--- src/rtl/product_accumulator_pkg.sv ---
// Shared types and defaults for the product accumulator.
// Holds the FSM state encoding and default datapath widths.
package product_accumulator_pkg;

  localparam int IN_W_DEF  = 32;
  localparam int ACC_W_DEF = 40;
  localparam int CNT_W_DEF = 8;

  typedef enum logic [1:0] {
    ST_IDLE  = 2'd0,
    ST_ACCUM = 2'd1,
    ST_DONE  = 2'd2
  } state_e;

endpackage

--- src/rtl/product_accumulator_sat_add.sv ---
// sat_add: unsigned saturating adder, ACC_W-bit a plus IN_W-bit b.
// Ports: a, b in; sum (clamped to all-ones), sat (clamp happened) out.
module sat_add
  import product_accumulator_pkg::*;
#(
  parameter int IN_W  = IN_W_DEF,
  parameter int ACC_W = ACC_W_DEF
) (
  input  logic [ACC_W-1:0] a,
  input  logic [IN_W-1:0]  b,
  output logic [ACC_W-1:0] sum,
  output logic             sat
);

  // One extra bit catches the carry out of the ACC_W-bit sum.
  logic [ACC_W:0] wide;

  always_comb begin
    wide = {1'b0, a} + (ACC_W+1)'(b);
    sat  = wide[ACC_W];
    sum  = sat ? '1 : wide[ACC_W-1:0];
  end

endmodule

--- src/rtl/product_accumulator.sv ---
// product_accumulator: sums a run of len products with saturation.
// Ports: start/len begin a run; in_valid/in_ready take products;
// out_valid/out_ready return acc_out + overflow; busy = run active.
module product_accumulator
  import product_accumulator_pkg::*;
#(
  parameter int IN_W  = IN_W_DEF,
  parameter int ACC_W = ACC_W_DEF,
  parameter int CNT_W = CNT_W_DEF
) (
  input  logic             clk,
  input  logic             rst,
  input  logic             start,
  input  logic [CNT_W-1:0] len,
  input  logic             in_valid,
  output logic             in_ready,
  input  logic [IN_W-1:0]  product,
  output logic             out_valid,
  input  logic             out_ready,
  output logic [ACC_W-1:0] acc_out,
  output logic             overflow,
  output logic             busy
);

  state_e state_q, state_d;

  logic [ACC_W-1:0] acc_q, acc_d;
  logic [ACC_W-1:0] res_q, res_d;
  logic [CNT_W-1:0] cnt_q, cnt_d;
  logic [CNT_W-1:0] len_q, len_d;
  logic             ovf_q, ovf_d;
  logic             rovf_q, rovf_d;

  logic [ACC_W-1:0] sum;
  logic             sat;
  logic             accept;
  logic             last;
  logic             out_hs;
  logic             take_start;

  sat_add #(
    .IN_W  (IN_W),
    .ACC_W (ACC_W)
  ) u_sat_add (
    .a   (acc_q),
    .b   (product),
    .sum (sum),
    .sat (sat)
  );

  assign accept = in_valid & (state_q == ST_ACCUM);
  assign out_hs = out_ready & (state_q == ST_DONE);
  assign last   = (cnt_q == (len_q - CNT_W'(1)));

  // A start only counts from IDLE or alongside the result handshake.
  assign take_start =
    start & ((state_q == ST_IDLE) | out_hs);

  always_ff @(posedge clk or posedge rst) begin
    if (rst) begin
      state_q <= ST_IDLE;
    end else begin
      state_q <= state_d;
    end
  end

  always_comb begin
    state_d = state_q;
    unique case (state_q)
      ST_IDLE: begin
        if (start) begin
          state_d = (len == '0) ? ST_DONE
                                : ST_ACCUM;
        end
      end
      ST_ACCUM: begin
        if (accept && last) begin
          state_d = ST_DONE;
        end
      end
      ST_DONE: begin
        if (out_ready) begin
          if (!start) begin
            state_d = ST_IDLE;
          end else if (len == '0) begin
            state_d = ST_DONE;
          end else begin
            state_d = ST_ACCUM;
          end
        end
      end
      default: state_d = ST_IDLE;
    endcase
  end

  always_comb begin
    in_ready  = (state_q == ST_ACCUM);
    out_valid = (state_q == ST_DONE);
    busy      = (state_q != ST_IDLE);
  end

  always_comb begin
    acc_d  = acc_q;
    cnt_d  = cnt_q;
    len_d  = len_q;
    ovf_d  = ovf_q;
    res_d  = res_q;
    rovf_d = rovf_q;
    if (take_start) begin
      len_d = len;
      acc_d = '0;
      cnt_d = '0;
      ovf_d = 1'b0;
      // An empty run reports zero straight away.
      if (len == '0) begin
        res_d  = '0;
        rovf_d = 1'b0;
      end
    end else if (accept) begin
      acc_d = sum;
      cnt_d = cnt_q + CNT_W'(1);
      ovf_d = ovf_q | sat;
      // Result registers load with the final term so they
      // stay frozen for the whole DONE phase.
      if (last) begin
        res_d  = sum;
        rovf_d = ovf_q | sat;
      end
    end
  end

  always_ff @(posedge clk or posedge rst) begin
    if (rst) begin
      acc_q  <= '0;
      cnt_q  <= '0;
      len_q  <= '0;
      ovf_q  <= 1'b0;
      res_q  <= '0;
      rovf_q <= 1'b0;
    end else begin
      acc_q  <= acc_d;
      cnt_q  <= cnt_d;
      len_q  <= len_d;
      ovf_q  <= ovf_d;
      res_q  <= res_d;
      rovf_q <= rovf_d;
    end
  end

  assign acc_out  = res_q;
  assign overflow = rovf_q;

endmodule

--- config.mk ---
export PLATFORM = sky130hd
export DESIGN_NAME = product_accumulator
export DESIGN_NICKNAME = d
export VERILOG_FILES = /design/src/rtl/product_accumulator_pkg.sv /design/src/rtl/product_accumulator_sat_add.sv /design/src/rtl/product_accumulator.sv
export SDC_FILE = /design/constraint.sdc
export NUM_CORES = 1
export LEC_CHECK = 0
export ABC_AREA = 1
export BUFFER_PORTS_ARGS = -buffer_cell sky130_fd_sc_hd__buf_2
export CELL_PAD_IN_SITES_DETAIL_PLACEMENT = 1
export CELL_PAD_IN_SITES_GLOBAL_PLACEMENT = 1
export CORE_MARGIN = 2
export CORE_UTILIZATION = 42
export DETAILED_ROUTE_END_ITERATION = 12
export HOLD_SLACK_MARGIN = 0.06
export PLACE_DENSITY = 0.81
export SETUP_SLACK_MARGIN = 0.2
export SYNTH_ARGS = -nofsm -noshare
export SYNTH_HDL_FRONTEND = slang
export SYNTH_SLANG_ARGS = --single-unit
--- constraint.sdc ---
create_clock -name clk -period 3.4 [get_ports clk]
set_clock_uncertainty 0.1 [all_clocks]
set_input_delay 0.34 -clock clk [delete_from_list [all_inputs] [get_ports clk]]
set_output_delay 0.34 -clock clk [all_outputs]
set_load 0.01 [all_outputs]
==> results_dict.tcl, run 1 <==
set metrics [dict create \
    status "finished clean" \
    post_drt_via_cell_ratio 5.04 \
    ctsRootBufferMaster "sky130_fd_sc_hd__clkbuf_16" \
    grt_overflow_total 0 \
    setup_tns_ns 0 \
    critPathCaptureType "register" \
    groute.layer.met1.usage_pct 35.4 \
    max_clock_freq_ghz 0.343 \
    critical_path_class "reg -> reg" \
    worst_slew_pin_slew_ns 0.734 \
    final_period_minus_worst_setup_slack_ns 2.92 \
    postLayoutSetupSlackWorst_ns 0.482 \
    slew_violations 0 \
    hold_buffers 1 \
    num_antenna_cells 0 \
    power.static_leakage_nw 4.66 \
    min-delay-path-class "in -> reg" \
    cp_max_fo 17 \
    syn_area_per_cell_um2 6.58 \
    clock_sink_count 100 \
    post_synth_instance_area_mm2 0.00723 \
    initial_antenna_violation_count 0 \
    clk_path_buf_depth 2 \
    floorplan.core_area_mm2 0.0167 \
    via_count 7086 \
    placed_area_mm2 0.00787 \
    clkTransAtPathRegs_ns 0.08 \
    std_cell_rows 47 \
    met3_grt_util_pct 3.22 \
    postSynthCellCount 1099 \
    floorplan.initialDensity_pct 43.3 \
    insertion_delay_ns 0.36 \
    number_of_enable_type_register_cells_in_the_synthesized_netlist 0 \
    place_worst_setup_slack_ns 0.342 \
    synth-xor-area-share_pct 4.00 \
    max_cap_violations 0 \
    drt_iter0_drcs 320 \
    layout.filler_cells 2288 \
    clock_tree.htree_level_count 3 \
    max-vdd-ir-drop_uv 315 \
    post_synth_and_or_nand_nor_area_fraction_pct 38.9 \
    critical_path_required_ns 3.53 \
    use_met2_pct 43.0 \
    design.final.nets 1260 \
    grt_start_max_net_pins 66 \
    synth-main-ff-cell "sky130_fd_sc_hd__dfrtp_1" \
    hold_viol_final 0 \
    syn2layout_area_growth_pct 13.2 \
    busiest_layer_in_global_routing "met2" \
    die_area_mm2 0.0183 \
    final_area_mm2 0.00819 \
    antenna_left 0 \
    syn-num-nets 1179 \
    cts_made_buffers 9 \
    asyncSetResetFlopFracSynth_pct 100 \
    register_area_mm2 0.00250 \
    cts_resized 0 \
    multiInputGateArea_mm2 0.00401 \
    die_x_um 135 \
    fraction_of_the_mapped_netlist_area_in_adder_cells_pct 6.16 \
    detailedRoute.firstPassIterationCount 8 \
    unrepaired_setup_endpoints_after_global_routing "false" \
    synth.distinct_cells 37 \
    gp_congestion 0.953 \
    synth_top_family_by_area "simple AND/OR/NAND/NOR gates" \
    start_kind "register" \
    tritoncts "done" \
    cts_setup_buffers 0 \
    wl_per_cell_um 16.1 \
    setup_viol 0 \
    num_io_pins 89 \
    globalRouteTotalUtil_pct 25.8 \
    detailedPlacementHpwl_um 18000 \
    muxShareOfSynthArea_pct 0 \
    drc 0 \
    synth-compound-area-share_pct 6.31 \
    route.final.wire_length_um 22700 \
    synth-warning-count 0 \
    max-slew-margin-rel_pct 51.0 \
    ys_seq_elements 100 \
    critical_path_arrival_ns 3.05 \
    port-buffer-count 88 \
    layout-drive-gt1-share_pct 12.6 \
    die_y_um 135 \
    grt_pass1_vias 7236 \
    seq_area_frac_synth_pct 34.6 \
    power_density_mw_per_mm2 885 \
    grt_first_pass_wirelength_um 37100 \
    fin_crit_sh_pct 85.8 \
]
==> kinds of logic (layout without fill, tap and decap cells) <==
family,count (synthesis),after routing
DFF,100,100
xor gates and xnor gates,33,33
and+or+nand+nor,670,670
adders and majority gates,35,35
buffers and inverters,172,258
AOI/OAI and AO/OA,89,89
==> synth_stat cells (7+ instances only) <==
| cell | instances | share of area, % |
|---|---|---|
| sky130_fd_sc_hd__nand2_2 | 13 | 1.1 |
| sky130_fd_sc_hd__nor3_1 | 12 | 0.83 |
| sky130_fd_sc_hd__nor2_1 | 83 | 4.3 |
| sky130_fd_sc_hd__dfrtp_1 | 100 | 35 |
| sky130_fd_sc_hd__buf_2 | 10 | 0.69 |
| sky130_fd_sc_hd__ha_1 | 34 | 5.9 |
| sky130_fd_sc_hd__nand3_1 | 104 | 7.2 |
| sky130_fd_sc_hd__a21oi_1 | 34 | 2.4 |
| sky130_fd_sc_hd__nand3_2 | 7 | 0.97 |
| sky130_fd_sc_hd__inv_1 | 137 | 7.1 |
| sky130_fd_sc_hd__clkbuf_1 | 10 | 0.52 |
| sky130_fd_sc_hd__xnor2_1 | 29 | 3.5 |
| sky130_fd_sc_hd__o21ai_0 | 22 | 1.5 |
| sky130_fd_sc_hd__o21ai_1 | 29 | 2.0 |
| sky130_fd_sc_hd__nand2_1 | 430 | 22 |
==> final timing paths <==
check / startpoint / end / slack, ns / cells past startpoint
worst max-delay path: acc_q[0] / acc_q[10] / 0.48 / 15
worst min-delay path: len[3] / len_q[3] / 0.11 / 3
worst max register to register: acc_q[0] / acc_q[10] / 0.48 / 15
worst min register to register: acc_out[19] / acc_out[19] / 0.38 / 2
max in group asynchronous: rst / acc_q[22] / 1.98 / 4
min in group asynchronous: rst / acc_out[4] / 0.51 / 3
==> worst max-delay path: stages, from the launching register on <==
cell and delay (ns):
sky130_fd_sc_hd__dfrtp_1 0.39, sky130_fd_sc_hd__ha_1 0.24, sky130_fd_sc_hd__fa_1 0.47, sky130_fd_sc_hd__nand2_1 0.11, sky130_fd_sc_hd__nand3_1 0.08, sky130_fd_sc_hd__nand3_1 0.09, sky130_fd_sc_hd__nand2_2 0.10, sky130_fd_sc_hd__nand2_2 0.07
sky130_fd_sc_hd__nand2_2 0.11, sky130_fd_sc_hd__nand3_2 0.10, sky130_fd_sc_hd__nand2_2 0.08, sky130_fd_sc_hd__nand2_2 0.28, sky130_fd_sc_hd__buf_4 0.30, sky130_fd_sc_hd__nand2_1 0.08, sky130_fd_sc_hd__nand2_1 0.08, sky130_fd_sc_hd__o21ai_1 0.09
==> flip-flops by register name, summed over array words and instances (netlist names) <==
signal and count:
acc_out 40, acc_q 40, cnt_q 8, len_q 8, overflow 1, ovf_q 1
state_q 2
==> routing by layer <==
layer / wire [µm] / share of wire [%]
met5: 0 / 0
met4: 482 / 2.1
met3: 863 / 3.8
met2: 10500 / 47
met1: 10800 / 48
==> metrics by stage <==
step / hold slack [ns] / util (%) / power (mW) / cells
after floorplan: 0.350 / - / 4.99 / 1099
after global placement: 0.343 / 47.1 / 6.03 / 1388
after detailed placement: 0.360 / 47.1 / 6.19 / 1388
after CTS: 0.0978 / 49.0 / 7.30 / 1405
after global routing: 0.104 / 49.0 / 7.96 / 1405
final: 0.107 / 49.0 / 7.25 / 1405
==> cell type report <==
| cell class | instances | share of cell area, % |
|---|---|---|
| inverters | 143 | 6.62 |
| well taps | 220 | 3.36 |
| flip-flops and latches | 100 | 30.6 |
| clock buffers | 11 | 3.09 |
| clock inverters | 5 | 0.642 |
| repair buffers | 99 | 6.72 |
| multi-input cells | 827 | 49.0 |
==> layout by cell type (no fill, tap or decap), types with 12 or more instances in the layout <==
master                      n
sky130_fd_sc_hd__nand2_1  430
sky130_fd_sc_hd__nor3_1    12
sky130_fd_sc_hd__buf_2     88
sky130_fd_sc_hd__nand2_2   13
sky130_fd_sc_hd__a21oi_1   34
sky130_fd_sc_hd__dfrtp_1  100
sky130_fd_sc_hd__ha_1      34
sky130_fd_sc_hd__nand3_1  103
sky130_fd_sc_hd__o21ai_1   29
sky130_fd_sc_hd__o21ai_0   22
sky130_fd_sc_hd__inv_1    136
sky130_fd_sc_hd__nor2_1    83
sky130_fd_sc_hd__xnor2_1   29
==> power breakdown <==
group	switching, mW	internal [mW]	leakage, nW
clock	0.517	0.553	0.147
sequential	0.326	1.64	1.31
combinational	2.73	1.48	3.21
No activity file was read; power rests on OpenSTA's default activity.
==> inputs of run 2 (changes only) <==
==> constraint.sdc (replaced) <==
create_clock -name clk -period 3.4 [get_ports clk]
set_clock_uncertainty 0.1 [all_clocks]
set_input_delay 0.85 -clock clk [delete_from_list [all_inputs] [get_ports clk]]
set_output_delay 0.85 -clock clk [all_outputs]
set_load 0.01 [all_outputs]
==> run 2 against run 1 <==
Flip-flop and latch count stayed put. Sequential share of layout area is 0.24 points lower. Clock-buffer cell count is 1 lower. Non-clock buffer count is 2 higher. Global-route usage is 0.99 points higher. Core utilization is 0.39 points higher. Register-to-register slack better by 0.21 ns. Total power is 2.9% higher. Clock power is 13% higher. Via count is 2.4% higher. Final cell count is 0.14% higher. Cell area is 0.79% higher.
==> results_dict.tcl, run 2 (synthesized netlist as in run 1, its figures left out) <==
set metrics [dict create \
    status "finished clean" \
    final_period_minus_worst_setup_slack_ns 2.94 \
    die_x_um 135 \
    setup_viol 0 \
    power_density_mw_per_mm2 904 \
    grt_first_pass_wirelength_um 38400 \
    port-buffer-count 88 \
    max_clock_freq_ghz 0.340 \
    grt_start_max_net_pins 63 \
    num_antenna_cells 0 \
    detailedRoute.firstPassIterationCount 4 \
    cell_by_cell_trace_of_the_critical_path "buf_2 > ha_1 > fa_1 > nand2_1 > nand3_1 > nand3_1 > nand2_2 > nand2_2 > nand2_2 > nand3_2 > nand2_2 > nand2_2 > buf_12 > nand3_1 > nand3_1 > nand2_1" \
    route.final.wire_length_um 23300 \
    grt_pass1_vias 7476 \
    floorplan.initialDensity_pct 43.3 \
    wl_per_cell_um 16.6 \
    ctsRootBufferMaster "sky130_fd_sc_hd__clkbuf_16" \
    min-delay-path-class "reg -> reg" \
    antenna_left 0 \
    clk_path_buf_depth 2 \
    worstReg2RegStart "acc_q[0]" \
    unrepaired_setup_endpoints_after_global_routing "false" \
    mostFrequentLayoutCells "sky130_fd_sc_hd__nand2_1, sky130_fd_sc_hd__inv_1, sky130_fd_sc_hd__nand3_1" \
    insertion_delay_ns 0.37 \
    clkTransAtPathRegs_ns 0.08 \
    min_from "acc_out[15]" \
    cts_resized 0 \
    floorplan.core_area_mm2 0.0167 \
    tritoncts "done" \
    critical_path_arrival_ns 3.10 \
    post_drt_via_cell_ratio 5.16 \
    power.static_leakage_nw 4.69 \
    finish.utilization_pct 49.4 \
    design.final.nets 1262 \
    max-slew-margin-rel_pct 53.8 \
    max-vdd-ir-drop_uv 344 \
    die_y_um 135 \
    layout-drive-gt1-share_pct 12.8 \
    via_count 7254 \
    cp-startpoint "product[0]" \
    critPathMostFrequentCell "sky130_fd_sc_hd__nand2_2" \
    start_kind "input pin" \
    most_common_cell_after_layout_fill_and_taps_aside "sky130_fd_sc_hd__nand2_1" \
    setup_tns_ns 0 \
    cts_made_buffers 9 \
    fin_crit_sh_pct 86.4 \
    detailedPlacementHpwl_um 18200 \
    drc 0 \
    crit_path_max_incr_delay_ns 0.47 \
    cts_setup_buffers 0 \
    max_cap_violations 0 \
    clock_tree.htree_level_count 3 \
    layout.filler_cells 2279 \
    globalRouteTotalUtil_pct 26.8 \
    clock_sink_count 100 \
    drt_iter0_drcs 408 \
    grt_overflow_total 0 \
    critPathSlowestCell "sky130_fd_sc_hd__fa_1" \
    gp_congestion 0.933 \
    std_cell_rows 47 \
    num_io_pins 89 \
    syn2layout_area_growth_pct 14.1 \
    worst_slew_pin_slew_ns 0.691 \
    initial_antenna_violation_count 0 \
    critical_path_required_ns 3.56 \
    hold_viol_final 0 \
    slew_violations 0 \
    critPathCaptureType "register" \
    regToRegSetupSlack_ns 0.69 \
    hold_buffers 0 \
    die_area_mm2 0.0183 \
    critical_path_class "in -> reg" \
    cp_max_fo 29 \
]
## run 2: cell types whose count changed in the layout (fill, tap and decap cells not counted), sizes merged
cell | previous run | this run
buf | 98 | 101
bufinv | 0 | 2
clkbuf | 11 | 10
dlygate4sd3 | 1 | 0
inv | 145 | 144
## run 2: area by class of cell
cell class              count  area (µm²)  share of cell area (%)
multi-input cells         827        4010                    48.6
flip-flops and latches    100        2500                    30.3
repair buffers            101         576                    6.97
inverters                 143         543                    6.58
well taps                 220         275                    3.34
clock buffers              10         239                    2.90
clock inverters             6         105                    1.27
## run 2: path summary, 6_finish.rpt
check,cells after the start,to
min reg2reg,2,acc_out[15]
max,16,acc_q[27]
max in group asynchronous,3,acc_q[20]
min,2,acc_out[15]
max reg2reg,15,acc_q[27]
min in group asynchronous,2,cnt_q[2]
## run 2: layer usage
metal	vias up	track usage (%)	routed length (µm)
met4	0	7.52	489
met2	153	43.9	10700
met3	29	4.98	1080
met5	-	0	0
li1	3585	-	-
met1	3487	36.4	11000
## run 2: worst max-delay path: cells and delay by family
family	cells	cell delay, ns
buffers and inverters	2	0.30
adder cells (fa/ha/maj)	2	0.73
AND/OR/NAND/NOR	12	1.18
## run 2: where the power goes
group	leakage, nW	internal, mW	total (mW)	switching (mW)
clock network	0.168	0.682	1.21	0.529
registers	1.31	1.64	1.99	0.353
logic	3.22	1.50	4.25	2.76
total	4.69	3.82	7.46	3.64
## run 2: through the flow
step	hold slack [ns]	worst slack [ns]	area (µm²)	power [mW]	std cells
after CTS	0.391	0.482	8250	7.48	1407
after global routing	0.412	0.308	8250	8.15	1407
final	0.384	0.462	8250	7.46	1407
after global placement	0.359	0.151	7910	6.09	1391
after floorplan	0.353	0.621	7240	4.99	1099
after detailed placement	0.367	0.104	7910	6.23	1391
==> inputs of run 3 (changes only) <==
Settings changed: ABC_AREA 1 to not set, CORE_UTILIZATION 42 to 47, PLACE_DENSITY 0.81 to 0.85.
Clock period 3.4 ns to 3.8 ns, I/O delays scaled along.
==> run 3 against run 2 <==
Critical path depth shrank 5. Register-to-register slack lost 0.05 ns. Worst setup slack lost 0.13 ns. Core utilization grew 6.6 points. Critical path type unchanged. Highest routed layer unchanged.
==> results_dict.tcl, run 3 <==
set metrics [dict create \
    die_y_um 120 \
    most_common_cell_after_layout_fill_and_taps_aside "sky130_fd_sc_hd__dfrtp_1" \
    max-slew-margin-rel_pct 31.8 \
    layoutNonFillerInstCount 991 \
    num_io_pins 89 \
    hold-worst-slack_ns 0.391 \
    grt_pass1_vias 6431 \
    port-buffer-count 88 \
    worst_slew_pin_slew_ns 1.02 \
    drc 0 \
    power_density_mw_per_mm2 856 \
    finish.utilization_pct 56.1 \
    netlist_top_cells_count "sky130_fd_sc_hd__dfrtp_1, sky130_fd_sc_hd__nor2_1, sky130_fd_sc_hd__nand2_1" \
    via_count 5977 \
    max_clock_freq_ghz 0.288 \
    ys_top_cells_by_area "sky130_fd_sc_hd__dfrtp_1, sky130_fd_sc_hd__ha_1, sky130_fd_sc_hd__a21oi_1" \
    wl_per_cell_um 20.2 \
    seq_area_frac_synth_pct 39.7 \
    cp_max_fo 4 \
    max_cap_violations 0 \
    ys_seq_elements 100 \
    ctsRootBufferMaster "sky130_fd_sc_hd__clkbuf_16" \
    grt_overflow_total 0 \
    synth-main-ff-cell "sky130_fd_sc_hd__dfrtp_1" \
    detailedRoute.firstPassIterationCount 5 \
    drt_iter0_drcs 385 \
    std_cell_rows 42 \
    synth_largest_type_area_fraction_pct 39.7 \
    clock_sink_count 100 \
    gp_congestion 0.962 \
    clk_path_buf_depth 2 \
    final_period_minus_worst_setup_slack_ns 3.47 \
    min-delay-path-class "reg -> reg" \
    syn-num-nets 798 \
    antenna_left 0 \
    grt_start_max_net_pins 72 \
    synth.distinct_cells 69 \
    detailedPlacementHpwl_um 14300 \
    layout-drive-gt1-share_pct 21.3 \
    crit_path_max_incr_delay_ns 0.45 \
    route.final.wire_length_um 20000 \
    start_kind "input pin" \
    critical_path_arrival_ns 3.61 \
    num_antenna_cells 0 \
    asyncSetResetFlopFracSynth_pct 100 \
    critPathCaptureType "register" \
    power.static_leakage_nw 3.49 \
    die_x_um 120 \
    tritoncts "done" \
    syn_area_per_cell_um2 8.78 \
    cts_made_buffers 9 \
    floorplan.initialDensity_pct 47.8 \
    cell_by_cell_trace_of_the_critical_path "buf_2 > ha_1 > fa_1 > a211oi_2 > o211ai_2 > a221o_2 > a221oi_4 > o21ai_2 > a41oi_2 > xor2_1 > a22oi_1" \
    syn2layout_area_growth_pct 17.3 \
    postLayoutSetupSlackWorst_ns 0.330 \
    synth-warning-count 0 \
    design.final.nets 890 \
    status "finished clean" \
    place_worst_setup_slack_ns -0.0953 \
    max-vdd-ir-drop_uv 393 \
    die_area_mm2 0.0144 \
    clkTransAtPathRegs_ns 0.07 \
    place_inst 972 \
    synthMostInstantiatedCell "sky130_fd_sc_hd__dfrtp_1" \
    initial_antenna_violation_count 0 \
    synthDominantAreaCellType "sky130_fd_sc_hd__dfrtp_1" \
    unrepaired_setup_endpoints_after_global_routing "true" \
    post_synth_instance_area_mm2 0.00630 \
    globalRouteTotalUtil_pct 29.3 \
    critical_path_required_ns 3.94 \
    critPathSlowestCell "sky130_fd_sc_hd__a221o_2" \
    postSynthCellCount 718 \
    clock_tree.htree_level_count 3 \
    critical_path_class "in -> reg" \
    slew_violations 0 \
    mostFrequentLayoutCells "sky130_fd_sc_hd__dfrtp_1, sky130_fd_sc_hd__buf_2, sky130_fd_sc_hd__nor2_1" \
    floorplan.core_area_mm2 0.0132 \
    setup_viol 0 \
    post_drt_via_cell_ratio 6.03 \
    grt_first_pass_wirelength_um 33100 \
    hold_viol_final 0 \
    fin_crit_sh_pct 91.3 \
    insertion_delay_ns 0.36 \
    number_of_enable_type_register_cells_in_the_synthesized_netlist 0 \
]
run 3: cell types whose count changed after synthesis, sizes merged, moves of 9 or more:
cell,previous run,this run
nand2,444,71
inv,143,18
nand3,111,37
a21oi,34,65
a211oi,0,29
xor2,4,25
clkbuf,10,29
o21ai,51,67
a21o,1,12
and3,0,9
xnor2,29,20
run 3: final timing paths:
kind,start,to,slack [ns],depth (start not counted)
hold reg to reg,acc_out[35],acc_out[35],0.39,2
setup reg to reg,acc_q[0],acc_out[30],0.64,10
setup / recovery,product[0],acc_out[30],0.33,11
max in group asynchronous,rst,acc_out[26],2.35,3
hold / removal,acc_out[35],acc_out[35],0.39,2
min in group asynchronous,rst,acc_out[2],0.67,3
run 3: what timing repair did:
item,4_1_cts,5_1_grt
buffers inserted,0,3
setup endpoints to repair,0,13
hold buffers,0,0
resized for setup,0,5
run 3: layout make-up:
cell class / count / area (µm²)
inverters: 18 / 71.3
well taps: 176 / 220
flip-flops and latches: 100 / 2500
clock buffers: 10 / 229
fillers: 1601 / 5800
clock inverters: 6 / 63.8
multi-input cells: 559 / 3600
repair buffers: 122 / 708
run 3: logic make-up after synthesis:
logic type	synth area share, %
xor+xnor	6.25
fa+ha+maj	7.06
flops	39.7
compound gates	24.9
buf+inv	3.93
mux	0.476
simple gates	17.7
run 3: worst max-delay path, delay by kind of cell:
family / cells / cell delay [ns]
adder cells (fa/ha/maj): 2 / 0.64
buffers and inverters: 1 / 0.10
XOR/XNOR: 1 / 0.22
AO/OA/AOI/OAI: 7 / 1.71
run 3: report_power, final:
part	total (mW)	switching [mW]	internal, mW
Sequential	1.79	0.324	1.47
Combinational	3.59	2.15	1.45
Clock	0.948	0.437	0.512
run 3: per-layer routing:
layer	up-vias	GRT usage (%)	routed length, µm
met3	34	4.28	817
met4	0	11.8	432
li1	2789	-	-
met1	2996	37.6	8880
met5	-	0	0
met2	158	49.9	9870
run 3: metrics by stage:
step                power [mW]  area [µm²]  TNS (ns)
floorplan                 4.22        6310         0
global placement          5.07        7040   -0.0364
detailed placement        5.27        7040    -0.486
CTS                       6.28        7330         0
global route              6.81        7390         0
finish                    6.33        7390         0
